`src/rtl/control_unit.sv`:
```
// Multi-cycle RV32I-style control FSM: Moore state decode of datapath enables and selects,
// with a configurable number of data-memory wait cycles on loads and a sticky illegal-instruction trap.
module control_unit #(
    parameter int DMEM_WAIT = 1
) (
    input  logic       clk,
    input  logic       reset,
    input  logic [6:0] op_code,
    input  logic [2:0] funct3,
    input  logic [6:0] funct7,
    input  logic       Zero,
    output logic       pc_write,
    output logic       adr_src,
    output logic       mem_write,
    output logic       IR_write,
    output logic       reg_write,
    output logic [1:0] result_src,
    output logic [1:0] alu_src_a,
    output logic [1:0] alu_src_b,
    output logic [1:0] imm_src,
    output logic [2:0] alu_control,
    output logic       trap
);

    typedef enum logic [3:0] {
        S_FETCH, S_DECODE, S_MEMADR, S_MEMREAD, S_MEMWAIT, S_MEMWB, S_MEMWRITE,
        S_EXECR, S_EXECI, S_ALUWB, S_JAL, S_JALR, S_LINK, S_BRANCH, S_TRAP
    } state_t;

    localparam logic [6:0] OP_LOAD   = 7'b0000011;
    localparam logic [6:0] OP_STORE  = 7'b0100011;
    localparam logic [6:0] OP_R      = 7'b0110011;
    localparam logic [6:0] OP_I      = 7'b0010011;
    localparam logic [6:0] OP_JAL    = 7'b1101111;
    localparam logic [6:0] OP_JALR   = 7'b1100111;
    localparam logic [6:0] OP_BRANCH = 7'b1100011;
    localparam logic [2:0] WAIT_LOAD = (DMEM_WAIT > 0) ? 3'(DMEM_WAIT - 1) : 3'd0;

    state_t     state_r;
    logic [2:0] wait_cnt_r;
    logic       pc_write_s, adr_src_s, mem_write_s, ir_write_s, reg_write_s, trap_s;
    logic       unused_funct7_s;

    assign unused_funct7_s = ^{funct7[6], funct7[4:0]};

    // ALU operation for register/immediate arithmetic; sub only when the R-type funct7 bit asks for it.
    function automatic logic [2:0] alu_op(input logic [2:0] f3, input logic sub_en);
        case (f3)
            3'b000:         alu_op = sub_en ? 3'b001 : 3'b000;
            3'b111:         alu_op = 3'b010;
            3'b110:         alu_op = 3'b011;
            3'b100:         alu_op = 3'b100;
            3'b010:         alu_op = 3'b101;
            3'b011:         alu_op = 3'b110;
            3'b001, 3'b101: alu_op = 3'b111;
            default:        alu_op = 3'b000;
        endcase
    endfunction

    function automatic logic [2:0] branch_op(input logic [2:0] f3);
        case (f3)
            3'b000, 3'b001: branch_op = 3'b001;
            3'b100, 3'b101: branch_op = 3'b101;
            3'b110, 3'b111: branch_op = 3'b110;
            default:        branch_op = 3'b000;
        endcase
    endfunction

    // beq/bge/bgeu take on a zero compare result, bne/blt/bltu on non-zero.
    function automatic logic branch_taken(input logic [2:0] f3, input logic zero);
        case (f3)
            3'b000, 3'b101, 3'b111: branch_taken = zero;
            3'b001, 3'b100, 3'b110: branch_taken = ~zero;
            default:                branch_taken = 1'b0;
        endcase
    endfunction

    // State register and load wait counter.
    always_ff @(posedge clk) begin
        if (reset) begin
            state_r    <= S_FETCH;
            wait_cnt_r <= 3'd0;
        end else begin
            case (state_r)
                S_FETCH:  state_r <= S_DECODE;
                S_DECODE: begin
                    case (op_code)
                        OP_LOAD, OP_STORE: state_r <= S_MEMADR;
                        OP_R:              state_r <= S_EXECR;
                        OP_I:              state_r <= S_EXECI;
                        OP_JAL:            state_r <= S_JAL;
                        OP_JALR:           state_r <= S_JALR;
                        OP_BRANCH:         state_r <= S_BRANCH;
                        default:           state_r <= S_TRAP;
                    endcase
                end
                S_MEMADR:  state_r <= (op_code == OP_STORE) ? S_MEMWRITE : S_MEMREAD;
                S_MEMREAD: begin
                    wait_cnt_r <= WAIT_LOAD;
                    state_r    <= (DMEM_WAIT > 0) ? S_MEMWAIT : S_MEMWB;
                end
                S_MEMWAIT: begin
                    if (wait_cnt_r == 3'd0) begin
                        state_r <= S_MEMWB;
                    end else begin
                        wait_cnt_r <= wait_cnt_r - 3'd1;
                    end
                end
                S_MEMWB, S_MEMWRITE:         state_r <= S_FETCH;
                S_EXECR, S_EXECI, S_JAL, S_LINK: state_r <= S_ALUWB;
                S_ALUWB:                     state_r <= S_FETCH;
                S_JALR:                      state_r <= S_LINK;
                S_BRANCH: state_r <= (funct3 == 3'b010 || funct3 == 3'b011) ? S_TRAP : S_FETCH;
                S_TRAP:                      state_r <= S_TRAP;
                default:                     state_r <= S_FETCH;
            endcase
        end
    end

    // Moore output decode; anything not set in a state stays 0.
    always_comb begin
        pc_write_s  = 1'b0;
        adr_src_s   = 1'b0;
        mem_write_s = 1'b0;
        ir_write_s  = 1'b0;
        reg_write_s = 1'b0;
        trap_s      = 1'b0;
        result_src  = 2'b00;
        alu_src_a   = 2'b00;
        alu_src_b   = 2'b00;
        imm_src     = 2'b00;
        alu_control = 3'b000;
        case (state_r)
            S_FETCH: begin
                ir_write_s = 1'b1;
                alu_src_b  = 2'b10;
                result_src = 2'b10;
                pc_write_s = 1'b1;
            end
            S_DECODE: begin
                alu_src_a = 2'b01;
                alu_src_b = 2'b01;
                imm_src   = (op_code == OP_JAL) ? 2'b11 : 2'b10;
            end
            S_MEMADR: begin
                alu_src_a = 2'b10;
                alu_src_b = 2'b01;
                imm_src   = (op_code == OP_STORE) ? 2'b01 : 2'b00;
            end
            S_MEMREAD, S_MEMWAIT: adr_src_s = 1'b1;
            S_MEMWB: begin
                result_src  = 2'b01;
                reg_write_s = 1'b1;
            end
            S_MEMWRITE: begin
                adr_src_s   = 1'b1;
                mem_write_s = 1'b1;
            end
            S_EXECR: begin
                alu_src_a   = 2'b10;
                alu_control = alu_op(funct3, funct7[5]);
            end
            S_EXECI: begin
                alu_src_a   = 2'b10;
                alu_src_b   = 2'b01;
                alu_control = alu_op(funct3, 1'b0);
            end
            S_ALUWB: reg_write_s = 1'b1;
            S_JAL: begin
                alu_src_a  = 2'b01;
                alu_src_b  = 2'b10;
                pc_write_s = 1'b1;
            end
            S_JALR: begin
                alu_src_a  = 2'b10;
                alu_src_b  = 2'b01;
                result_src = 2'b10;
                pc_write_s = 1'b1;
            end
            S_LINK: begin
                alu_src_a = 2'b01;
                alu_src_b = 2'b10;
            end
            S_BRANCH: begin
                alu_src_a   = 2'b10;
                alu_control = branch_op(funct3);
                pc_write_s  = branch_taken(funct3, Zero);
            end
            S_TRAP:  trap_s = 1'b1;
            default: trap_s = 1'b0;
        endcase
    end

    // Enables and trap are gated by reset so nothing commits while reset is held.
    assign pc_write  = pc_write_s  & ~reset;
    assign adr_src   = adr_src_s;
    assign mem_write = mem_write_s & ~reset;
    assign IR_write  = ir_write_s  & ~reset;
    assign reg_write = reg_write_s & ~reset;
    assign trap      = trap_s      & ~reset;

endmodule

```
`config.mk`:
```
export PLATFORM = sky130hd
export DESIGN_NAME = control_unit
export DESIGN_NICKNAME = d
export VERILOG_FILES = /design/src/rtl/control_unit.sv
export SDC_FILE = /design/constraint.sdc
export NUM_CORES = 1
export LEC_CHECK = 0
export BUFFER_PORTS_ARGS = -buffer_cell sky130_fd_sc_hd__buf_2
export CELL_PAD_IN_SITES_DETAIL_PLACEMENT = 1
export CELL_PAD_IN_SITES_GLOBAL_PLACEMENT = 1
export CORE_MARGIN = 4
export CORE_UTILIZATION = 35
export CTS_BUF_LIST = sky130_fd_sc_hd__clkbuf_16
export CTS_CLUSTER_SIZE = 24
export DETAILED_ROUTE_END_ITERATION = 10
export PLACE_DENSITY_LB_ADDON = 0.08
export SLEW_MARGIN = 30
export SYNTH_ARGS = -nofsm -noshare
export SYNTH_HDL_FRONTEND = slang
export SYNTH_SLANG_ARGS = --single-unit
```
`constraint.sdc`:
```
create_clock -name clk -period 1.75 [get_ports clk]
set_input_delay 0.35 -clock clk [delete_from_list [all_inputs] [get_ports clk]]
set_output_delay 0.35 -clock clk [all_outputs]
set_load 0.03 [all_outputs]
```
After elaboration in Yosys (flattened, before gate mapping):

Memory sizes are Yosys's and may differ from the RTL's.
Index checks and enable logic that the tools add are counted.

* output and inout bits: 17
* memories kept: 1
* bits in read-only memories: 24
* logic and storage cells: 87
* input bits: 20
* bits in registers: 7

Memories
* (no name shown): words 8, bits a word 3, rd ports 1, clocked after memory_dff 0, wr ports 0, line 48 `case (f3)`

* reductions and logical operators: 22
* equal/unequal tests: 30
* multiplexer cells: 24
* bitwise gates (word level): 7
* add/sub/neg operators: 1

Operator list (number)
* $pmux 4 s9: 1
* $eq 4x4->1 const B: 7
* $pmux 4 s6: 1
* $eq 7x7->1 const B: 3
* $pmux 3 s7: 1
* $pmux 3 s3: 2
* $reduce_or 3->1: 6
* $eq 4x3->1 const B: 4
* $pmux 2 s2: 4
* $eq 7x6->1 const B: 2
* $reduce_or 2->1: 7
* $eq 3x3->1 const B: 4
* $eq 4x2->1 const B: 2
* $mux 1: 8
* $mux 4: 2
* $reduce_or 4->1: 2
* $eq 7x2->1 const B: 1
* $eq 7x5->1 const B: 1
* $eq 3x2->1 const B: 2
* $logic_not 3->1: 2
* $mux 3: 2
* $pmux 3 s2: 1
* $and 1x1->1: 5
* $reduce_or 5->1: 1
* other kinds (10): 13

Logic depth before layout (Yosys ltp):

* depth in word-level cells: 5
* gate-level depth with buffers: 6
* gate-level depth less buffers: 6

Worst setup path after synthesis:

Ideal clock, no wire load.

* path kind: input -> output
* start point: input funct3[1]
* end point: output pc_write
* data arrival time: 1930 ps
* cell stages on the path: 6
* required time: 1400 ps
* buffers on the path: 0
* setup slack: -530 ps
* cells stage by stage: inv_1 > ha_1 > inv_1 > o211a_1 > nand4bb_1 > a311oi_1

* longest elaborated chain between the ends: 5
* elaborated cells on any way between the ends: 11
* those cells by class: eq/ne: 5; mux: 2; bitwise: 1; reduce/logical: 3

Ends and longest elaborated chain
* from (decl): line 9 `input logic [2:0] funct3,`
* $eq 3x1->1 (tied with other cells): line 71 `case (f3)`
* $reduce_or 3->1: line 71
* $pmux 1 s2 (*): line 71
* $pmux 1 s2 (*): line 133 `case (state_r)`
* $and 1x1->1 (*): line 195 `assign pc_write = pc_write_s & ~reset;`
* to (decl): line 12 `output logic pc_write,`

Every way passes the cells marked *; elsewhere a longest branch is shown, timed or not.

Final worst setup path:

* start point: input funct3[1]
* end point: output alu_control[2]

* longest elaborated chain between the ends: 4
* elaborated cells on any way between the ends: 16
* those cells by class: eq/ne: 7; mux: 3; reduce/logical: 5; memory: 1

Ends and longest elaborated chain
* $eq 3x1->1 (tied with other cells): line 48, 61
* $reduce_or 2->1 (on tied branches): line 48, 61
* $pmux 3 s7 / $pmux 3 s3 (equally long branches): line 48, 61
* $pmux 3 s3 (*): line 133
* to (decl): line 21 `output logic [2:0] alu_control,`

Marks and branches as above.

==> key figures <==
GRT
  • Largest net degree at the start of global routing: 15
  • Grt ovf: 0
  • Vias in the first global route: about 1500
  • Initial antenna violation count: 0
  • First-pass GRT wire length: 6870 um
  • Total GRT Usage: 0.205

Timing
  • Total Neg Setup Slack: -1.04 ns
  • Max-slew headroom: 0.659
  • Worst Slack Setup Final: -0.227 ns
  • RSZ-0062 raised after global routing: true
  • Final Cycle Share: 1.13
  • Final min period: between 1.5 and 2 ns
  • Fin. max-slew vios: 0
  • Final clock skew: a little over 0.004 ns
  • Final setup viols: 11
  • Worst Tran Pin Value: between 0.5 and 0.6 ns
  • Hold slack: between 0.4 and 0.5 ns
  • Fmax: ~510 MHz
  • Final hold viol count: 0

Clock network
  • Clock transition at the registers of the reported paths: around 0.04 ns
  • Clk buf depth: 2
  • Cts hold-fix bufs: 0
  • H-tree Lvls: 1
  • CTS tree: yes
  • CTS buffer count: 3
  • Root buffer cell: clkbuf_16
  • TritonCTS Sinks: 7
  • Worst skew pair latency: 0.24 ns

Routing
  • Antenna viol nets, final: 0
  • DRC violations left: 0
  • Total Wirelength: between 5000 and 6000 um
  • Iter 0 DRT Violations: between 100 and 150
  • Drt via density: between 6 and 7
  • Vias: 1544
  • WL per Instance: 24.3 um
  • Pre-antenna DRT Iters: 4

Job
  • Max cap viols: 0

Power and ir drop
  • Peak VDD IR: 1.19 mV
  • Pwr/cell area: between 1500 and 2000 nW/um^2
  • Leak Pwr: just over 0.8 nW
  • Final Power: about 3.5 mW

Layout
  • Nets: 244
  • Most frequent cells in the layout: 37 x buf_4, 16 x buf_2, 13 x nor2_1
  • Ratio of cells with drive above 1 in the final layout: 0.519
  • Fin util: 0.690
  • Area Overhead vs Synth: 83.1%
  • Commonest non-fill, non-tap cell in the layout: buf_4
  • Number of diodes: 0
  • Post-Layout Cell Count: approximately 250

Synth
  • Synth area leaders: dfxtp_1 13%, ha_1 8.2%, nor2_1 6.0%
  • Synth Register Bits: 7
  • Seq/Total Area, Yosys: 0.131
  • Number of synthesized flops with an enable pin: 0
  • Synthesized area per cell: 7.11 sq um
  • Post-synth top area cell: dfxtp_1
  • Unique masters post-synth: 47
  • Asr flop ratio synth: 0
  • Mapped Area: approximately 1100 sq um
  • Mapped Cells: 150
  • Top_reg_cell synth: dfxtp_1
  • Top cell type's share of synthesized area: 0.131
  • Mapped Nets: 177
  • Synth warn: 0

Place
  • Placed Cells incl. Taps: roughly 230
  • Routability Congestion: about 0.84
  • Count of port buffers added during placement: 30
  • DP Wirelength: about 3000 um

Worst setup path
  • CP startpoint: funct3[1]
  • Worst R2R Start: state_r[1]
  • CP Class: input pin to output port
  • CP max FO: 4
  • Data arrival time of the worst path: roughly 1.6 ns
  • Critical Path RT: between 1 and 1.5 ns
  • Setup crit end kind: output port
  • Worst setup SP type: input pin

Hold path
  • Hold crit path type: input pin to register
  • Worst hold start: reset

Die
  • Std cell rows: 19
  • CORE AREA: about 2800 sq um
  • Die W: about 63 um
  • # IOs: 37
  • Chip Height: about 63 um
  • Initial Utilization: 0.377
  • Die ar.: roughly 4000 sq um

Run status
  • Outcome: finished with violations
  • Failing checks: setup timing
## sequential cells by signal (all words and copies together) (netlist names)
signal and cells:
wait_cnt_r 3, state_r 4
## what timing repair did
| action | CTS | global route |
|---|---|---|
| buffers inserted | 1 | 9 |
| setup endpoints to repair | 12 | 14 |
| gates resized for setup | 31 | 51 |
| pin swaps | 3 | 15 |
| gates cloned | 0 | 1 |
## area by class of cell
| cell class | count | area (sq um) |
|---|---|---|
| well taps | 31 | 38.8 |
| fillers | 307 | 877 |
| clock buffers | 3 | 75.1 |
| inverters | 9 | 57.6 |
| flip-flops and latches | 7 | 153 |
| multi-input cells | 124 | 1020 |
| clock inverters | 1 | 3.75 |
| repair buffers | 72 | 608 |
## path summary, 6_finish.rpt
| check | endpoint | slack [ns] | cells past startpoint |
|---|---|---|---|
| hold / removal | wait_cnt_r[2] | 0.46 | 2 |
| hold reg to reg | wait_cnt_r[2] | 0.58 | 2 |
| setup / recovery | alu_control[2] | -0.23 | 9 |
| setup reg to reg | state_r[3] | 0 | 5 |
## metrics by stage
step                      setup WS, ns  instance area (sq um)
after floorplan                 -0.218                   1120
after global placement          -0.303                   1470
after detailed placement        -0.345                   1470
after CTS                       -0.207                   1670
after global routing            -0.342                   1950
final                           -0.227                   1950
## power breakdown
part	internal (mW)	total [mW]	switching [mW]	leakage, nW
clock	0.300	0.412	0.113	0.0423
sequential	0.225	0.341	0.115	0.0595
combinational	1.18	2.71	1.53	0.724
## layer usage
| metal | part of all wire | track usage | wire, um | vias up |
|---|---|---|---|---|
| met5 | 0 | 0 | 0 | - |
| met4 | 0.025 | 0.0431 | 147 | 0 |
| met3 | 0.050 | 0.0249 | 301 | 19 |
| met2 | 0.51 | 0.369 | 3050 | 60 |
| met1 | 0.42 | 0.261 | 2490 | 784 |
| li1 | - | - | - | 681 |
## cells in the mapped netlist (3+ instances only)
cell type and number:
nor2_1 17, o21ai_0 10, inv_1 9, a21oi_1 8, nand2_1 8, nand2b_1 8, dfxtp_1 7, ha_1 7
nor3_1 7, o211ai_1 6, buf_2 5, xnor2_1 5, a31oi_1 4, nand3_1 4, a211oi_1 3, o31ai_1 3
xor2_1 3
## cell families after synthesis
family                     count (synthesis)  share of synthesized area
DFF                                        7                      0.131
adders and majority gates                  7                     0.0822
muxes                                      2                     0.0188
AOI/OAI and AO/OA                         45                      0.279
xor gates and xnor gates                   8                     0.0657
buffers and inverters                     19                     0.0915
and+or+nand+nor                           62                      0.331
## worst max-delay path, cell delays in order
cell      delay, ns
buf_12         0.12
ha_4           0.15
buf_4          0.13
buf_4          0.15
o21bai_1       0.22
a21oi_1        0.11
a21oi_1        0.17
o21ai_2        0.08
buf_6          0.15
Power figures use the tool's default switching activity.
